===== src/rtl/serial_adder.sv =====
// Bit-serial WIDTH-bit adder: one full-adder cell, registered carry, LSB first.
// Optional subtract mode when SERIAL_ADDER_SUB_EN is defined (adds port sub).
module fa_cell (
  input  logic x,
  input  logic y,
  input  logic ci,
  output logic s,
  output logic co
);

  assign s  = x ^ y ^ ci;
  assign co = (x & y) | (ci & (x ^ y));

endmodule

module serial_adder #(
  parameter int WIDTH = 8,
  parameter int CNT_W = $clog2(WIDTH) + 1
) (
  input  logic             clk,
  input  logic             rst_n,
  input  logic             start,
  input  logic [WIDTH-1:0] a,
  input  logic [WIDTH-1:0] b,
  input  logic             cin,
`ifdef SERIAL_ADDER_SUB_EN
  input  logic             sub,
`endif
  output logic             busy,
  output logic             done,
  output logic [WIDTH-1:0] sum,
  output logic             cout
);

  typedef enum logic [1:0] {
    IDLE,
    RUN,
    DONE
  } state_t;

  localparam logic [CNT_W-1:0] LAST = CNT_W'(WIDTH - 1);

  state_t state_q;
  state_t state_d;

  logic [WIDTH-1:0] a_sh;
  logic [WIDTH-1:0] b_sh;
  logic [WIDTH-2:0] res_sh;
  logic [WIDTH-1:0] res_nxt;
  logic [WIDTH-1:0] b_load;
  logic             c_load;
  logic             carry;
  logic [CNT_W-1:0] cnt;
  logic             last;
  logic             s;
  logic             c;

`ifdef SERIAL_ADDER_SUB_EN
  // a - b is a + ~b + 1; cin is ignored while subtracting
  assign b_load = sub ? ~b : b;
  assign c_load = sub ? 1'b1 : cin;
`else
  assign b_load = b;
  assign c_load = cin;
`endif

  fa_cell u_fa (
    .x  (a_sh[0]),
    .y  (b_sh[0]),
    .ci (carry),
    .s  (s),
    .co (c)
  );

  // bit 0 of the shifted result only ever feeds the final sum
  assign res_nxt = {s, res_sh};
  assign last    = (cnt == LAST);
  assign busy    = (state_q != IDLE);
  assign done    = (state_q == DONE);

  always_comb begin
    state_d = state_q;
    unique case (state_q)
      IDLE:    if (start) state_d = RUN;
      RUN:     if (last) state_d = DONE;
      DONE:    state_d = IDLE;
      default: state_d = IDLE;
    endcase
  end

  always_ff @(posedge clk or negedge rst_n) begin
    if (!rst_n) begin
      state_q <= IDLE;
    end else begin
      state_q <= state_d;
    end
  end

  always_ff @(posedge clk or negedge rst_n) begin
    if (!rst_n) begin
      a_sh   <= '0;
      b_sh   <= '0;
      res_sh <= '0;
      carry  <= 1'b0;
      cnt    <= '0;
      sum    <= '0;
      cout   <= 1'b0;
    end else begin
      unique case (1'b1)
        (state_q == IDLE): begin
          if (start) begin
            a_sh   <= a;
            b_sh   <= b_load;
            carry  <= c_load;
            cnt    <= '0;
            res_sh <= '0;
          end
        end
        (state_q == RUN): begin
          carry  <= c;
          res_sh <= res_nxt[WIDTH-1:1];
          a_sh   <= {1'b0, a_sh[WIDTH-1:1]};
          b_sh   <= {1'b0, b_sh[WIDTH-1:1]};
          cnt    <= cnt + 1'b1;
          if (last) begin
            sum  <= res_nxt;
            cout <= c;
          end
        end
        default: ;
      endcase
    end
  end

endmodule

===== config.mk =====
export PLATFORM = sky130hd
export DESIGN_NAME = serial_adder
export DESIGN_NICKNAME = d
export VERILOG_FILES = /design/src/rtl/serial_adder.sv
export SDC_FILE = /design/constraint.sdc
export NUM_CORES = 1
export LEC_CHECK = 0
export ABC_AREA = 1
export CORE_MARGIN = 3
export CORE_UTILIZATION = 40
export DETAILED_ROUTE_END_ITERATION = 16
export GPL_ROUTABILITY_DRIVEN = 0
export SETUP_SLACK_MARGIN = 0.4
export SYNTH_ARGS = -nofsm -noshare
export SYNTH_HDL_FRONTEND = slang
export SYNTH_SLANG_ARGS = --single-unit

===== constraint.sdc =====
create_clock -name clk -period 2.43 [get_ports clk]
set_input_delay 0.486 -clock clk [delete_from_list [all_inputs] [get_ports clk]]
set_output_delay 0.486 -clock clk [all_outputs]
set_load 0.02 [all_outputs]

==> key figures, run 1 <==
Cells and area
  • Number of filler instances in the final layout: 368
  • Count of placed standard cells in the final layout, fillers left out: 277
  • Area delta synth->final: 23.01%
  • Antenna diode instance count: 0
  • Proportion of layout cells with a drive suffix above 1: 0.08370
  • Total number of nets in the final design: 248
  • Final standard cell area without fillers: 2107 um^2

Synth
  • Fraction of synthesized cell area taken by the top area cell type: 0.5698
  • Post-Synthesis Mean Instance Area: 8.784 um^2
  • Number of instances in the synthesized netlist: 195
  • Syn Std Cell Area: 1713 um^2
  • Library cells used by synthesis: 18
  • Syn nets: 217
  • Top FF cell, synth: dfrtp_1
  • Most used standard cells in the synthesized netlist: nand2_1 (83), nand3_1 (45), dfrtp_1 (39)
  • Share of synthesized registers carrying an async set or reset: 1.000
  • Number of register bits inferred by synthesis: 39
  • Most numerous cell in the Yosys netlist: nand2_1
  • Leading area contributor after synthesis: dfrtp_1
  • Number of flops mapped to enable cells by yosys: 0
  • Top post-synthesis cells by area: dfrtp_1 (57%), nand2_1 (18%), nand3_1 (13%)
  • Sequential fraction of the synthesis area: 0.5698
  • Syn. warnings: 0

GRT
  • Wire length of the first global-routing pass: 6078 um
  • Remaining global-route overflow: 0
  • Vias in the first global route: 1339
  • Largest net degree at the start of global routing: 40
  • Initial antenna violation count: 0
  • Total GRT Usage: 0.1526

CTS
  • H-tree levels: 2
  • Clock slew at the register clock pins of the worst setup and hold paths: 0.08 ns
  • Clk root buf: clkbuf_8
  • # Post-CTS Setup Buffers: 0
  • Clock latency on the worst-skew pair: 0.29 ns
  • Count of cells resized by post-cts repair: 0
  • Hold-fix buffers at CTS: 0
  • Number of buffers on the longest clock path: 2
  • Clock buffers created by TritonCTS: 5
  • Clk sinks: 39
  • TritonCTS clock tree: yes

Routing
  • Number of vias per cell after detailed routing: 4.892
  • Overall routed net length: 3454 um
  • Iteration-0 DRC Markers: 90
  • Number of remaining DRC errors: 0
  • Detail-routed net length per standard cell: 12.47 um
  • DRT Pass-1 Iters: 4
  • Vias: 1355
  • Number of nets with antenna violations after routing: 0

Timing
  • Final Max Tran Viols: 0
  • Setup tns final: 0 ns
  • Slew at the pin with the worst max-slew slack: 0.8509 ns
  • Worst hold-check slack: 0.3015 ns
  • Post-route clock skew: 0.006693 ns
  • Worst slew margin: 0.4327
  • Number of endpoints with negative hold slack in the final report: 0
  • Setup repair after global routing missed its margin: no
  • Count of final setup violators: 0
  • Share of the cycle needed by the critical path after routing: 0.8005
  • Achievable frequency: 514.1 MHz
  • Period minus WS final: 1.945 ns

Worst setup path
  • Class of the most critical setup path: reg2out
  • Reg-to-Reg Start: cnt[0]
  • Required time at the worst-slack endpoint: 1.94 ns
  • Reg2reg end: sum[2]
  • Sort of element at the start of the critical path: flop
  • Logic depth of the worst register-to-register path: 6
  • Crit path arrival time: 1.46 ns
  • Slack of the worst reg-to-reg path: 1.04 ns
  • Maximum net fanout on the critical path: 4
  • Kind of capture point of the worst setup path: primary output

Die
  • Number of placement rows: 23
  • Core box area: 4058 um^2
  • Initial cell density of the core: 0.4221
  • IO Pins: 31
  • Die height: 71.44 um
  • Area enclosed by the die boundary: 5104 um^2
  • Die X-Extent: 71.44 um

Placed design
  • Port Buffer Count: 30
  • Number of instances in the placed design: 269
  • DP Wirelength: 2294 um
  • DP Area: 2023 um^2

Power and ir drop
  • Worst vdd rail ir drop: 0.4439 mV
  • Power density normalized to cell area: 1187 nW/um^2
  • Leak Pwr: 1.038 nW
  • Power, Total: 2.502 mW

Status
  • Outcome: finished, final reports clean

Job
  • Maximum capacitance violations: 0

Worst hold path
  • Hold crit path type: in2async
==> power by group <==
group          switching [mW]  internal, mW
Combinational           0.571         0.401
Sequential              0.185         0.923
Clock                   0.226         0.196
Total                   0.982          1.52
==> logic make-up after synthesis <==
logic type / synth area share
AND/OR/NAND/NOR: 0.3484
flip-flops: 0.5698
buffers and inverters: 0.05040
AO/OA/AOI/OAI: 0.01241
adder cells (fa/ha/maj): 0.01899
==> worst max-delay path by stage <==
stage | slack [ns] | endpoint | depth (start not counted) | from
after global routing | 0.41 | done | 2 | state_q[0]
after CTS | 0.46 | done | 2 | state_q[0]
after detailed placement | 0.76 | b_sh[5] | 5 | start
after floorplan | 1.21 | done | 1 | state_q[0]
final | 0.48 | done | 2 | state_q[0]
after global placement | 0.79 | state_q[0] | 4 | start
==> stage by stage <==
stage	util	setup WS [ns]
after global routing	0.5193	0.4143
after detailed placement	0.4986	0.7625
final	0.5193	0.4847
after floorplan	-	1.212
after global placement	0.4986	0.7917
after CTS	0.5193	0.4604
==> final cells by class <==
type	instances	area [um^2]	area share
tap	50	62.56	0.02969
sequential	39	975.9	0.4632
clock buffer	5	68.82	0.03266
clock inverter	3	15.01	0.007126
multi-input combinational	143	650.6	0.3088
inverter	4	16.27	0.007720
timing repair buffer	33	317.8	0.1508
==> per-layer routing <==
layer  GRT usage  vias up  share of wire
met5           0        -              0
met4     0.05637        0          0.017
met3     0.04488        6          0.042
met2      0.2633       27           0.49
met1      0.1793      634           0.45
li1            -      688              -
==> sequential cells by signal, summed over array words and instances (netlist names) <==
signal,cells
a_sh,8
b_sh,8
sum,8
res_sh,7
cnt,4
state_q,2
carry,1
cout,1
==> worst max-delay path, stage by stage, from the launching register on <==
cell and delay (ns):
dfrtp_1 0.44, nor2_1 0.12, clkdlybuf4s50_1 0.61
==> cells in the final DEF, fill, tap and decap left out <==
master,count
ha_1,1
clkinv_2,4
inv_1,2
fa_1,1
a21oi_1,1
nand2_1,83
buf_4,3
inv_2,1
o21ai_0,1
nor2_1,5
nand4_1,1
clkdlybuf4s50_1,29
o21bai_2,1
nand3_1,45
nand2_2,2
buf_2,1
dfrtp_1,39
clkbuf_8,5
nor2_4,2
(Power assumes the default switching activity.)
==> run 2, diff against run 1 <==
- PLACE_DENSITY: default -> 0.66
- clock period: 2.43 -> 1.75 ns (I/O delays scaled with it)
==> run 2 against run 1 <==
Clock skew about the same. Critical path type unchanged. Utilization increased by 1.9 points. Worst setup slack got worse by 0.082 ns. Combinational power increased by 47%. Largest cell class unchanged.
==> key figures, run 2 (synthesis gave the netlist of run 1 again) <==
Status
  • Outcome: finished, final reports clean

Worst setup path
  • Sort of element at the start of the critical path: flop
  • Maximum net fanout on the critical path: 3
  • Biggest cell delay along the critical path: 0.39 ns
  • Logic depth of the worst register-to-register path: 6
  • Reg2reg end: cnt[2]
  • Cell breakdown of the critical path: buf_6 -> nor2_4 -> buf_6
  • Reg-to-Reg Start: state_q[1]
  • Kind of capture point of the worst setup path: primary output
  • Class of the most critical setup path: reg2out
  • CP most frequent cell: buf_6
  • Required time at the worst-slack endpoint: 1.40 ns
  • Slowest cell on crit path: dfrtp_1
  • Slack of the worst reg-to-reg path: 0.52 ns
  • Crit path arrival time: 1.00 ns

Timing
  • Slew at the pin with the worst max-slew slack: 0.4256 ns
  • Number of endpoints with negative hold slack in the final report: 0
  • Setup tns final: 0 ns
  • Period minus WS final: 1.347 ns
  • Setup repair after global routing missed its margin: yes
  • Final Max Tran Viols: 0
  • Share of the cycle needed by the critical path after routing: 0.7698
  • Worst slew margin: 0.7163
  • Achievable frequency: 742.3 MHz
  • Count of final setup violators: 0
  • Setup slack after layout: 0.4028 ns
  • Post-route clock skew: 0.006672 ns

Die
  • Number of placement rows: 23
  • Initial cell density of the core: 0.4221
  • IO Pins: 31
  • Die height: 71.44 um
  • Die X-Extent: 71.44 um
  • Area enclosed by the die boundary: 5104 um^2
  • Core box area: 4058 um^2

Cells and area
  • Most frequent cells in the layout: nand2_1 (84), nand3_1 (45), dfrtp_1 (39)
  • Post-layout util: 0.5387
  • Proportion of layout cells with a drive suffix above 1: 0.1245
  • Area delta synth->final: 27.61%
  • Registers with the highest flip-flop counts: a_sh: 8 flops, b_sh: 8 flops, sum: 8 flops
  • Total number of nets in the final design: 254
  • Commonest non-fill, non-tap cell in the layout: nand2_1
  • Number of filler instances in the final layout: 381
  • Antenna diode instance count: 0

Power and ir drop
  • Internal: 2.199 mW
  • Leak Pwr: 1.078 nW
  • Switching power: 1.402 mW
  • Worst vdd rail ir drop: 0.8547 mV
  • Clock network power share: 0.182
  • Power density normalized to cell area: 1647 nW/um^2
  • Power, Total: 3.601 mW
  • Comb pwr share: 0.397
  • Switching share of power: 0.3893
  • Power share of the sequential group: 0.422

GRT
  • Largest net degree at the start of global routing: 31
  • Total GRT Usage: 0.1430
  • Initial antenna violation count: 0
  • Remaining global-route overflow: 0
  • Wire length of the first global-routing pass: 5761 um
  • Vias in the first global route: 1303

Placed design
  • Port Buffer Count: 30
  • DP Wirelength: 2133 um
  • Pre-CTS WS: 0.2262 ns

Routing
  • Vias: 1381
  • Number of vias per cell after detailed routing: 4.880
  • Overall routed net length: 3425 um
  • Iteration-0 DRC Markers: 86
  • Number of nets with antenna violations after routing: 0
  • DRT Pass-1 Iters: 4
  • Number of remaining DRC errors: 0
  • Detail-routed net length per standard cell: 12.10 um

CTS
  • H-tree levels: 2
  • Clock slew at the register clock pins of the worst setup and hold paths: 0.07 ns
  • Clk sinks: 39
  • Clk root buf: clkbuf_8
  • Clock buffers created by TritonCTS: 5
  • Clock latency on the worst-skew pair: 0.29 ns
  • Number of buffers on the longest clock path: 2
  • TritonCTS clock tree: yes

Worst hold path
  • Worst hold start: sum[6]
  • Min-Delay Endpoint: sum[6]
  • Hold path depth: 2
  • Hold crit path type: reg2reg

Job
  • Maximum capacitance violations: 0
-- run 2: cell count changes in the layout (fill, tap and decap cells not counted), sizes merged --
| cell | delta |
|---|---|
| buf | +5 |
| clkbuf | +6 |
| clkdlybuf4s15 | +6 |
| clkdlybuf4s50 | -11 |
| clkinv | -4 |
| dlygate4sd3 | +1 |
| inv | +1 |
| nand2 | +1 |
| nor2 | +1 |
-- run 2: worst max-delay path by stage --
stage | cells past startpoint | endpoint | from | slack (ns)
2_1_floorplan | 6 | sum[7] | cnt[0] | 0.60
3_3_place_gp | 4 | state_q[0] | start | 0.25
3_5_place_dp | 4 | state_q[0] | start | 0.23
4_1_cts | 3 | done | state_q[0] | 0.16
5_1_grt | 3 | done | state_q[0] | 0.36
6_report | 3 | done | state_q[0] | 0.40
-- run 2: per-layer routing --
metal | share of wire | wire length, um | global-route usage | vias to the layer above
met4 | 0.015 | 50 | 0.05010 | 0
li1 | - | - | - | 706
met2 | 0.46 | 1563 | 0.2214 | 32
met5 | 0 | 0 | 0 | -
met1 | 0.47 | 1615 | 0.1912 | 636
met3 | 0.057 | 196 | 0.04348 | 7
-- run 2: per-stage QoR --
step / instances / area [um^2] / hold WS, ns
6_report: 283 / 2186 / 0.4798
5_1_grt: 283 / 2186 / 0.4958
4_1_cts: 280 / 2146 / 0.4795
3_5_place_dp: 270 / 2043 / 0.3119
3_3_place_gp: 270 / 2043 / 0.3131
2_1_floorplan: 195 / 1713 / 0.05441
-- run 2: worst max-delay path: cells and delay by family (launching register included) --
family | cells | cell delay (ns)
and+or+nand+nor | 1 | 0.07
buffers and inverters | 2 | 0.25
DFF | 1 | 0.39
-- run 2: area by class of cell --
cell class / count / area, um^2 / share of cell area
flip-flops and latches: 39 / 975.9 / 0.4465
multi-input cells: 145 / 675.6 / 0.3091
repair buffers: 37 / 351.6 / 0.1608
clock buffers: 8 / 100.1 / 0.04579
well taps: 50 / 62.56 / 0.02862
inverters: 4 / 20.02 / 0.009159
-- run 2: what timing repair did --
item	4_1_cts	5_1_grt
pin swaps	0	2
hold buffers	1	0
hold endpoints to repair	6	0
setup endpoints to repair	11	31
setup buffers	1	1
gates resized for setup	16	23
cloned	0	2
-- run 2: power groups by stage --
stage / Sequential [mW] / Clock [mW] / Combinational [mW]
floorplan: 1.62 / 0 / 0.872
global placement: 1.54 / 0 / 1.38
detailed placement: 1.54 / 0 / 1.39
CTS: 1.52 / 0.670 / 1.36
global route: 1.56 / 0.713 / 1.60
finish: 1.52 / 0.655 / 1.43
==> run 3, diff against run 2 <==
- clock period: 1.75 -> 1.13 ns (I/O delays scaled with it)
==> run 3 against run 2 <==
The run now ends with setup timing left. Clock skew down 0.00074 ns. Non-clock buffer count up 28. Clock-buffer cell count down 2. Global-route usage up 4.5 points. Critical path depth up 4. Hold slack worse by 0.055 ns.
==> key figures, run 3 (synthesis gave the netlist of run 1 again) <==
Status
  • Outcome: finished with violations
  • Failing checks: setup timing

CTS
  • Clk sinks: 39
  • Number of buffers on the longest clock path: 2
  • H-tree levels: 2
  • TritonCTS clock tree: yes
  • Clock slew at the register clock pins of the worst setup and hold paths: 0.07 ns
  • Clock buffers created by TritonCTS: 5
  • Clk root buf: clkbuf_8
  • Clock latency on the worst-skew pair: 0.30 ns

Timing
  • Setup repair after global routing missed its margin: yes
  • Post-route clock skew: 0.005936 ns
  • Worst hold-check slack: 0.4251 ns
  • Setup slack after layout: -0.1088 ns
  • Count of final setup violators: 36
  • Period minus WS final: 1.239 ns
  • Slew at the pin with the worst max-slew slack: 0.2667 ns
  • Worst slew margin: 0.8222
  • Number of endpoints with negative hold slack in the final report: 0
  • Achievable frequency: 807.2 MHz
  • Final Max Tran Viols: 0
  • Setup tns final: -1.964 ns
  • Share of the cycle needed by the critical path after routing: 1.096

Routing
  • Number of vias per cell after detailed routing: 4.990
  • Overall routed net length: 4354 um
  • Iteration-0 DRC Markers: 75
  • Number of remaining DRC errors: 0
  • DRT Pass-1 Iters: 4
  • Number of nets with antenna violations after routing: 0
  • Detail-routed net length per standard cell: 13.96 um
  • Vias: 1557

Placed design
  • Number of instances in the placed design: 280
  • DP Area: 2180 um^2
  • Port Buffer Count: 30
  • DP Wirelength: 2305 um

Worst setup path
  • Slack of the worst reg-to-reg path: -0.11 ns
  • Maximum net fanout on the critical path: 7
  • Reg2reg end: a_sh[0]
  • Kind of capture point of the worst setup path: flop
  • Cell breakdown of the critical path: inv_2 -> buf_6 -> nand2_8 -> buf_4 -> buf_16 -> nand3_1 -> nand3_2
  • Required time at the worst-slack endpoint: 1.31 ns
  • Slowest cell on crit path: dfrtp_1
  • Biggest cell delay along the critical path: 0.39 ns
  • Reg-to-Reg Start: state_q[1]
  • Sort of element at the start of the critical path: flop
  • Class of the most critical setup path: reg2reg
  • Crit path arrival time: 1.42 ns
  • Logic depth of the worst register-to-register path: 7

Die
  • IO Pins: 31
  • Die X-Extent: 71.44 um
  • Area enclosed by the die boundary: 5104 um^2
  • Initial cell density of the core: 0.4221
  • Die height: 71.44 um
  • Core box area: 4058 um^2
  • Number of placement rows: 23

Power and ir drop
  • Power density normalized to cell area: 2781 nW/um^2
  • Leak Pwr: 1.341 nW
  • Worst vdd rail ir drop: 1.313 mV

Cells and area
  • Number of filler instances in the final layout: 316
  • Registers with the highest flip-flop counts: a_sh: 8 flops, b_sh: 8 flops, sum: 8 flops
  • Post-layout util: 0.6667
  • Final standard cell area without fillers: 2705 um^2
  • Most frequent cells in the layout: nand2_1 (70), dfrtp_1 (39), nand3_1 (38)
  • Register area: 975.9 um^2
  • Multi-input gate area: 799.5 um^2
  • Antenna diode instance count: 0
  • Proportion of layout cells with a drive suffix above 1: 0.3359
  • Total number of nets in the final design: 283
  • Area delta synth->final: 57.93%
  • Commonest non-fill, non-tap cell in the layout: nand2_1
  • Count of placed standard cells in the final layout, fillers left out: 312

Job
  • Maximum capacitance violations: 0

GRT
  • Remaining global-route overflow: 0
  • Vias in the first global route: 1555
  • Total GRT Usage: 0.1881
  • Initial antenna violation count: 0
  • Wire length of the first global-routing pass: 7376 um
  • Largest net degree at the start of global routing: 40

Worst hold path
  • Hold crit path type: in2async
[run 3: final cells by class]
class / instances / area share
well taps: 50 / 0.02313
repair buffers: 65 / 0.2576
flip-flops and latches: 39 / 0.3608
inverters: 4 / 0.01018
multi-input cells: 144 / 0.2956
repair inverters: 2 / 0.009251
clock buffers: 6 / 0.03053
clock inverters: 2 / 0.01295
[run 3: worst max path at each step]
stage | startpoint | endpoint | slack (ns) | depth (start not counted)
after global routing | state_q[1] | sum[0] | -0.15 | 8
after CTS | state_q[0] | busy | -0.08 | 3
after detailed placement | start | a_sh[1] | -0.19 | 6
after global placement | state_q[0] | done | -0.16 | 2
final | state_q[1] | a_sh[0] | -0.11 | 7
after floorplan | a_sh[0] | sum[7] | 0.04 | 3
[run 3: through the flow]
stage                     power, mW  worst slack, ns
final                         7.523          -0.1088
after CTS                     7.160         -0.07692
after detailed placement      4.882          -0.1869
after global placement        4.809          -0.1643
after floorplan               3.943          0.04322
after global routing          8.001          -0.1539
[run 3: metal layers]
| layer | share of wire | vias to the layer above | track usage |
|---|---|---|---|
| li1 | - | 763 | - |
| met3 | 0.048 | 7 | 0.04488 |
| met4 | 0.017 | 0 | 0.07307 |
| met2 | 0.50 | 42 | 0.3031 |
| met1 | 0.44 | 745 | 0.2457 |
| met5 | 0 | - | 0 |
[run 3: power by group]
group	switching (mW)	internal (mW)
Clock	0.502	0.715
Sequential	0.425	1.99
Combinational	1.89	2.01
[run 3: worst max-delay path, delay by kind of cell, from the launching register on]
kind          cells  cell delay (ns)
simple gates      3             0.24
flops             1             0.39
buf+inv           4             0.49
[run 3: timing repair]
| item | CTS | global route |
|---|---|---|
| endpoints found under the setup margin | 50 | 50 |
| setup buffers | 10 | 9 |
| cloned | 4 | 0 |
| hold buffers | 1 | 0 |
| pin swaps | 8 | 18 |
| hold endpoints to repair | 39 | 0 |
| gates resized for setup | 95 | 7 |
